--- src/rtl/rr_mux_arb_pkg.sv ---
// rtl/rr_mux_arb_pkg.sv - shared helpers for round-robin arbiters and muxes
package rr_mux_arb_pkg;

  typedef enum logic {
    ARB_FREE   = 1'b0,
    ARB_LOCKED = 1'b1
  } arb_lock_e;

  function automatic int sel_width(input int n);
    return (n <= 1) ? 1 : $clog2(n);
  endfunction

  // Pointer increment with wrap; a single channel keeps the pointer at 0.
  function automatic int unsigned ptr_inc(input int unsigned idx, input int unsigned n);
    return (idx + 1 >= n) ? 0 : idx + 1;
  endfunction

endpackage

--- src/rtl/rr_arbiter.sv ---
// rtl/rr_arbiter.sv - combinational round-robin arbiter, search starts at ptr and wraps
module rr_arbiter
  import rr_mux_arb_pkg::*;
#(
  parameter  int N     = 8,
  localparam int SEL_W = sel_width(N)
) (
  input  logic [N-1:0]     req,
  input  logic [SEL_W-1:0] ptr,
  output logic [N-1:0]     grant,
  output logic [SEL_W-1:0] grant_idx,
  output logic             any_grant
);

  logic [2*N-1:0] req_dbl;
  logic [N-1:0]   req_rot;
  int             offset;
  int             idx;
  logic           found;

  // Duplicating the request vector turns the wrap-around into a plain slice.
  always_comb begin
    req_dbl = {req, req};
    req_rot = req_dbl[ptr +: N];
    found   = 1'b0;
    offset  = 0;
    for (int j = 0; j < N; j++) begin
      if (!found && req_rot[j]) begin
        found  = 1'b1;
        offset = j;
      end
    end
    idx = int'(ptr) + offset;
    if (idx >= N) idx = idx - N;
    grant_idx = SEL_W'(idx);
    grant     = found ? (N'(1) << idx) : '0;
    any_grant = found;
  end

endmodule

--- src/rtl/rr_mux_arb.sv ---
// rtl/rr_mux_arb.sv - N-channel round-robin mux with registered output; burst lock under RR_MUX_ARB_LOCK_EN
module rr_mux_arb
  import rr_mux_arb_pkg::*;
#(
  parameter  int WIDTH = 32,
  parameter  int N     = 8,
  localparam int SEL_W = sel_width(N)
) (
  input  logic               clk,
  input  logic               rst_n,
  input  logic [N-1:0]       in_valid,
  input  logic [N*WIDTH-1:0] in_data,
  input  logic [N-1:0]       in_last,
  output logic [N-1:0]       in_ready,
  output logic               out_valid,
  output logic [WIDTH-1:0]   out_data,
  output logic [SEL_W-1:0]   out_sel,
  input  logic               out_ready
);

  logic             out_valid_q, out_valid_d;
  logic [WIDTH-1:0] out_data_q, out_data_d;
  logic [SEL_W-1:0] out_sel_q, out_sel_d;
  logic [SEL_W-1:0] rr_ptr_q, rr_ptr_d;

  logic [N-1:0]     arb_req;
  logic [SEL_W-1:0] arb_ptr;
  logic [N-1:0]     grant;
  logic [SEL_W-1:0] grant_idx;
  logic             any_grant;
  logic             accept;
  logic             take;
  logic [SEL_W-1:0] next_ptr;

`ifdef RR_MUX_ARB_LOCK_EN
  arb_lock_e        lock_q, lock_d;
  logic [SEL_W-1:0] lock_idx_q, lock_idx_d;

  // While locked only the owning channel may request, and the search starts there.
  assign arb_req = (lock_q == ARB_LOCKED) ? (in_valid & (N'(1) << lock_idx_q)) : in_valid;
  assign arb_ptr = (lock_q == ARB_LOCKED) ? lock_idx_q : rr_ptr_q;
`else
  logic unused_last;
  assign unused_last = ^in_last;
  assign arb_req     = in_valid;
  assign arb_ptr     = rr_ptr_q;
`endif

  rr_arbiter #(.N(N)) u_arbiter (
    .req       (arb_req),
    .ptr       (arb_ptr),
    .grant     (grant),
    .grant_idx (grant_idx),
    .any_grant (any_grant)
  );

  assign accept   = !out_valid_q || out_ready;
  assign take     = accept && any_grant;
  assign in_ready = accept ? grant : '0;
  assign next_ptr = SEL_W'(ptr_inc(32'(grant_idx), N));

  always_comb begin
    out_valid_d = out_valid_q;
    out_data_d  = out_data_q;
    out_sel_d   = out_sel_q;
    rr_ptr_d    = rr_ptr_q;
`ifdef RR_MUX_ARB_LOCK_EN
    lock_d      = lock_q;
    lock_idx_d  = lock_idx_q;
`endif
    if (take) begin
      out_valid_d = 1'b1;
      out_data_d  = in_data[int'(grant_idx)*WIDTH +: WIDTH];
      out_sel_d   = grant_idx;
`ifdef RR_MUX_ARB_LOCK_EN
      if (in_last[grant_idx]) begin
        lock_d   = ARB_FREE;
        rr_ptr_d = next_ptr;
      end else begin
        lock_d     = ARB_LOCKED;
        lock_idx_d = grant_idx;
      end
`else
      rr_ptr_d = next_ptr;
`endif
    end else if (out_ready) begin
      out_valid_d = 1'b0;
    end
  end

  always_ff @(posedge clk or negedge rst_n) begin
    if (!rst_n) begin
      out_valid_q <= 1'b0;
      out_data_q  <= '0;
      out_sel_q   <= '0;
      rr_ptr_q    <= '0;
`ifdef RR_MUX_ARB_LOCK_EN
      lock_q      <= ARB_FREE;
      lock_idx_q  <= '0;
`endif
    end else begin
      out_valid_q <= out_valid_d;
      out_data_q  <= out_data_d;
      out_sel_q   <= out_sel_d;
      rr_ptr_q    <= rr_ptr_d;
`ifdef RR_MUX_ARB_LOCK_EN
      lock_q      <= lock_d;
      lock_idx_q  <= lock_idx_d;
`endif
    end
  end

  assign out_valid = out_valid_q;
  assign out_data  = out_data_q;
  assign out_sel   = out_sel_q;

endmodule

--- config.mk ---
export PLATFORM = sky130hd
export DESIGN_NAME = rr_mux_arb
export DESIGN_NICKNAME = d
export VERILOG_FILES = /design/src/rtl/rr_mux_arb_pkg.sv /design/src/rtl/rr_arbiter.sv /design/src/rtl/rr_mux_arb.sv
export SDC_FILE = /design/constraint.sdc
export NUM_CORES = 1
export LEC_CHECK = 0
export ABC_AREA = 1
export CORE_ASPECT_RATIO = 0.9
export CORE_MARGIN = 3
export CORE_UTILIZATION = 25
export CTS_BUF_LIST = sky130_fd_sc_hd__clkbuf_16
export DETAILED_ROUTE_END_ITERATION = 8
export PLACE_DENSITY_LB_ADDON = 0.08
export SETUP_SLACK_MARGIN = 0.05
export SLEW_MARGIN = 20
export SYNTH_ARGS = -nofsm -noshare
export SYNTH_HDL_FRONTEND = slang
export SYNTH_SLANG_ARGS = --single-unit
export TNS_END_PERCENT = 1
--- constraint.sdc ---
create_clock -name clk -period 11.3 [get_ports clk]
set_input_delay 2.26 -clock clk [delete_from_list [all_inputs] [get_ports clk]]
set_output_delay 2.26 -clock clk [all_outputs]
set_load 0.02 [all_outputs]
==> results.md <==
- The required time of the critical path is between 9 and 10 ns.
- Data arrives at the worst endpoint at roughly 6.4 ns.
- The worst setup path is launched from a primary input.
- The clock tree buffer depth is 2.
- The number of global-route vias before repair is 5550.
- The biggest area consumer among synthesized cells is sky130_fd_sc_hd__dfrtp_1.
- The number of max-capacitance violations reported is 0.
- The number of setup buffers added after CTS is 0.
- In this run the worst setup path terminates at in_ready[7].
- The remaining antenna violation count is 0.
- After routing, the total negative slack on setup checks comes to 0 ns.
- The detailed route wirelength on metal3 is 1480 µm.
- The critical path runs through a total of 17 cells.
- The largest single stage delay on the critical path is slightly above 0.8 ns.
- The signed area change from the synthesized netlist to the final layout is 78.4%.
- For this run, the top clock speed supported by timing is roughly 120 MHz.
- The cts-stage hold buffer count is 0.
- After synthesis the netlist holds a flip-flop and latch count of 39.
- The top-level port count is 319.
- The endpoint identified for the worst register-to-register timing path is out_data[31].
- The average cell area after synthesis is around 5.7 µm².
- The number of violations reported at the end of detailed-routing iteration 0 is 316.
- For this run, design rule violations remaining after detail routing come to 0.
- For this run, the register share of the synthesized area comes to 0.229.
- The final number of max-transition violations came to 0.
- The peak fanout along the critical path is 18.
- On the critical path, the stage with the largest delay is an instance of sky130_fd_sc_hd__xnor2_2.
- The die is ~130 µm tall.
- Setup repair after global routing left no endpoint under its margin.
- Leaving out fill and tap cells, the most frequent cell in the layout is sky130_fd_sc_hd__clkdlybuf4s50_1.
- In this run the standard cell core region covers between 0.015 and 0.02 mm².
- The simple logic cell fraction of the synthesized area is 0.450.
- For this block, wires on met1 add up to between 9000 and 10000 µm.
- Measured along the x axis, the die boundary spans approximately 140 µm.
- The final number of hold-violating endpoints is 0.
- The startpoint identified for the worst register-to-register timing path is arb_ptr[0].
- Of the post-synthesis cell area, the part taken by muxes is 0.
- The clock insertion delay at the later pin of the skew report is 0.28 ns.
- Of the total synthesized cell area, the portion taken by XOR and XNOR cells is 0.00206.
- The net count after synthesis is between 1000 and 1500.
- Counting I/O delays and the setup requirement, the final critical path takes a little under 9 ns.
- The total length of routed wires is approximately 21000 µm.
- Once detailed placement completed, the half-perimeter wirelength came to 15300 µm.
- The number of antenna violations at the first check in global routing was 0.
- The count of antenna diodes in the layout is 0.
- Of the available clock period, the critical path in the final layout requires 0.766.
- The met2 layer wire length in the routed design is 10000 µm.
- The first detailed-routing pass ran for 5 iterations.
- The H-tree was split into 2 levels.
- STA classifies the critical path endpoint as a primary output.
- The vias per cell is 4.86.
- The measured slew at the worst slew-check pin is about 1.0 ns.
- The min-delay analysis places its worst path in the category register to register.
- The share of synthesized cell area in full adder, half adder and majority cells is 0.0194.
- The most used cell along the critical path is sky130_fd_sc_hd__nand3_1.
- The kind of cell with the highest combined delay along the critical path is simple AND/OR/NAND/NOR gates.
- Traced cell by cell, the critical path runs through clkdlybuf4s50_1 > nand2_1 > nand3_1 > nand3_1 > nand2_1 > nor2_1 > nand2_2 > nor2_4 > nand3_1 > o21ai_0 > ha_2 > inv_1 > fa_2 > xnor2_2 > nand3_1 > nor2_1 > clkdlybuf4s50_1.
- The number of cell instances on the worst register-to-register path is 23.
- The congestion estimate from routability-driven global placement came to roughly 0.84.
- The final-report setup violation count is 0.
- Measured on the finished design, the core utilization comes to 0.463.
- The floorplan has 44 rows.
- The number of nets in the finished design is between 1000 and 1500.
- The initial standard-cell utilization of the core is 0.260.
- The summed instance area of the synthesized netlist is approximately 0.0043 mm².
- The run finished with clean final reports.
- The pin count of the biggest net entering global routing is slightly above 70.
- Clock-pin slew was measured on the worst setup and hold paths at roughly 0.060 ns.
- The total congestion overflow is 0.
- Of the cells placed in the final design, the portion with a size suffix greater than 1 is 0.0328.
- The number of vias after detailed routing is a little under 6000.
- The floorplan step defined a die boundary enclosing approximately 0.019 mm².
- After synthesis, the largest family of logic cells by area is simple AND/OR/NAND/NOR gates.
- TritonCTS built the clock tree.
- The overall fraction of global-route tracks in use is 0.210.
- The share of the synthesized area in the top cell type is 0.229.
- The wire length of the first global-routing pass is 31100 µm.
- The final worst hold slack is ~0.47 ns.
- Yosys mapped the design onto 32 distinct sky130hd cell types.
- On the final layout, the worst clock skew is ~0.0081 ns.
- The number of clock buffers inserted by TritonCTS is 5.
- The number of synthesis warnings is 0.
- In this run the top signal layer used is met4.
- In this run, post-CTS repair resized a total of 0 instances.
- In the layout the commonest cells are sky130_fd_sc_hd__clkdlybuf4s50_1, sky130_fd_sc_hd__nand2_1, sky130_fd_sc_hd__nand3_1, sky130_fd_sc_hd__nor2_1, sky130_fd_sc_hd__o21ai_0.
- The total number of clock tree sinks is 39.
- The number of input and output port buffers inserted is 310.
- Ranked by total cell area, the synthesized netlist is headed by sky130_fd_sc_hd__dfrtp_1, sky130_fd_sc_hd__nand2_1, sky130_fd_sc_hd__nand3_1.
- The number of instances in the synthesized netlist is ~740.
- The most critical setup path has its startpoint at in_valid[6].
- In the final routed layout, each cell accounts on average for ~17 µm.
- The synthesized-area fraction occupied by ao, oa, aoi and oai cells was 0.216.
- The critical path buffer and inverter count is 3.
- The startpoint-to-endpoint class of the critical path is primary input to primary output.
- The tightest slew margin relative to the limit is 0.301.
- The worst register-to-register path has a setup slack of approximately 6.7 ns.
- The CTS root buffer is sky130_fd_sc_hd__clkbuf_16.
==> how the worst min path moves through the flow <==
stage                            from  cells after the start  slack [ns]          end
after floorplan            arb_ptr[2]                      2        0.54   arb_ptr[2]
after CTS                  out_sel[2]                      2        0.47   out_sel[2]
after detailed placement   out_sel[2]                      2        0.46   out_sel[2]
final                     out_data[4]                      2        0.47  out_data[4]
after global routing      out_data[0]                      2        0.49  out_data[0]
after global placement    out_data[9]                      2        0.45  out_data[9]
==> flip-flops by register name (all words and copies together), names as in the netlist <==
| register | flops |
|---|---|
| arb_ptr | 3 |
| out_data | 32 |
| out_sel | 3 |
| out_valid | 1 |
==> synthesized netlist by cell type, drive strengths merged <==
cell	n
o21ai	70
xnor2	1
a31oi	8
fa	1
nand4	1
nand2	245
o211ai	50
a41oi	1
nand3b	1
clkbuf	38
nor2	92
dfrtp	39
inv	20
or2	1
a21boi	1
a32oi	4
buf	24
clkinv	1
o21a	1
nor3	1
a21oi	16
nand3	121
ha	5
==> cells by family (layout without fill, tap and decap cells) <==
family / Yosys count / in the layout
and+or+nand+nor: 462 / 462
AOI/OAI and AO/OA: 151 / 151
buffers and inverters: 83 / 348
DFF: 39 / 39
adders and majority gates: 6 / 6
xor gates and xnor gates: 1 / 1
==> worst reg2reg max path: stages (launching register included) <==
cell and delay, ns:
sky130_fd_sc_hd__dfrtp_1 0.58, sky130_fd_sc_hd__inv_4 0.10, sky130_fd_sc_hd__nand2_1 0.09, sky130_fd_sc_hd__nand3_1 0.11
sky130_fd_sc_hd__nand3_1 0.11, sky130_fd_sc_hd__nand2_1 0.11, sky130_fd_sc_hd__nor2_1 0.15, sky130_fd_sc_hd__nand2_2 0.10
sky130_fd_sc_hd__nor2_4 0.11, sky130_fd_sc_hd__nand3_1 0.10, sky130_fd_sc_hd__o21ai_0 0.23, sky130_fd_sc_hd__ha_2 0.21
sky130_fd_sc_hd__inv_1 0.05, sky130_fd_sc_hd__fa_2 0.42, sky130_fd_sc_hd__inv_2 0.46, sky130_fd_sc_hd__nand2_1 0.14
sky130_fd_sc_hd__inv_2 0.17, sky130_fd_sc_hd__buf_4 0.59, sky130_fd_sc_hd__nand2_1 0.14, sky130_fd_sc_hd__o211ai_1 0.24
sky130_fd_sc_hd__nand2_1 0.09, sky130_fd_sc_hd__nand2_1 0.09, sky130_fd_sc_hd__nand3_1 0.07, sky130_fd_sc_hd__nand2_1 0.09
==> per-layer routing <==
layer  track usage  up-vias
met2         0.350      202
met3        0.0462        6
met5             0        -
met4        0.0271        0
li1              -     3031
met1         0.288     2667
==> layout make-up <==
cell class                 count  area, µm²
clock buffer                   5        125
clock inverter                 3       43.8
fill                        1734       8810
inverter                      21       83.8
multi-input combinational    620       2940
sequential                    39        976
tap                          207        259
timing repair buffer         319       3170
==> per-stage QoR <==
step                      setup WS [ns]  instance area [µm²]  std cells
final                              2.64                 7590       1214
after global routing               2.15                 7590       1214
after CTS                          2.57                 7590       1214
after detailed placement           2.58                 7430       1206
after global placement             2.67                 7430       1206
after floorplan                    3.90                 4260        742
Power is not shown: default switching activity piles up to over one toggle a cycle in this logic, so the estimate is an artifact.
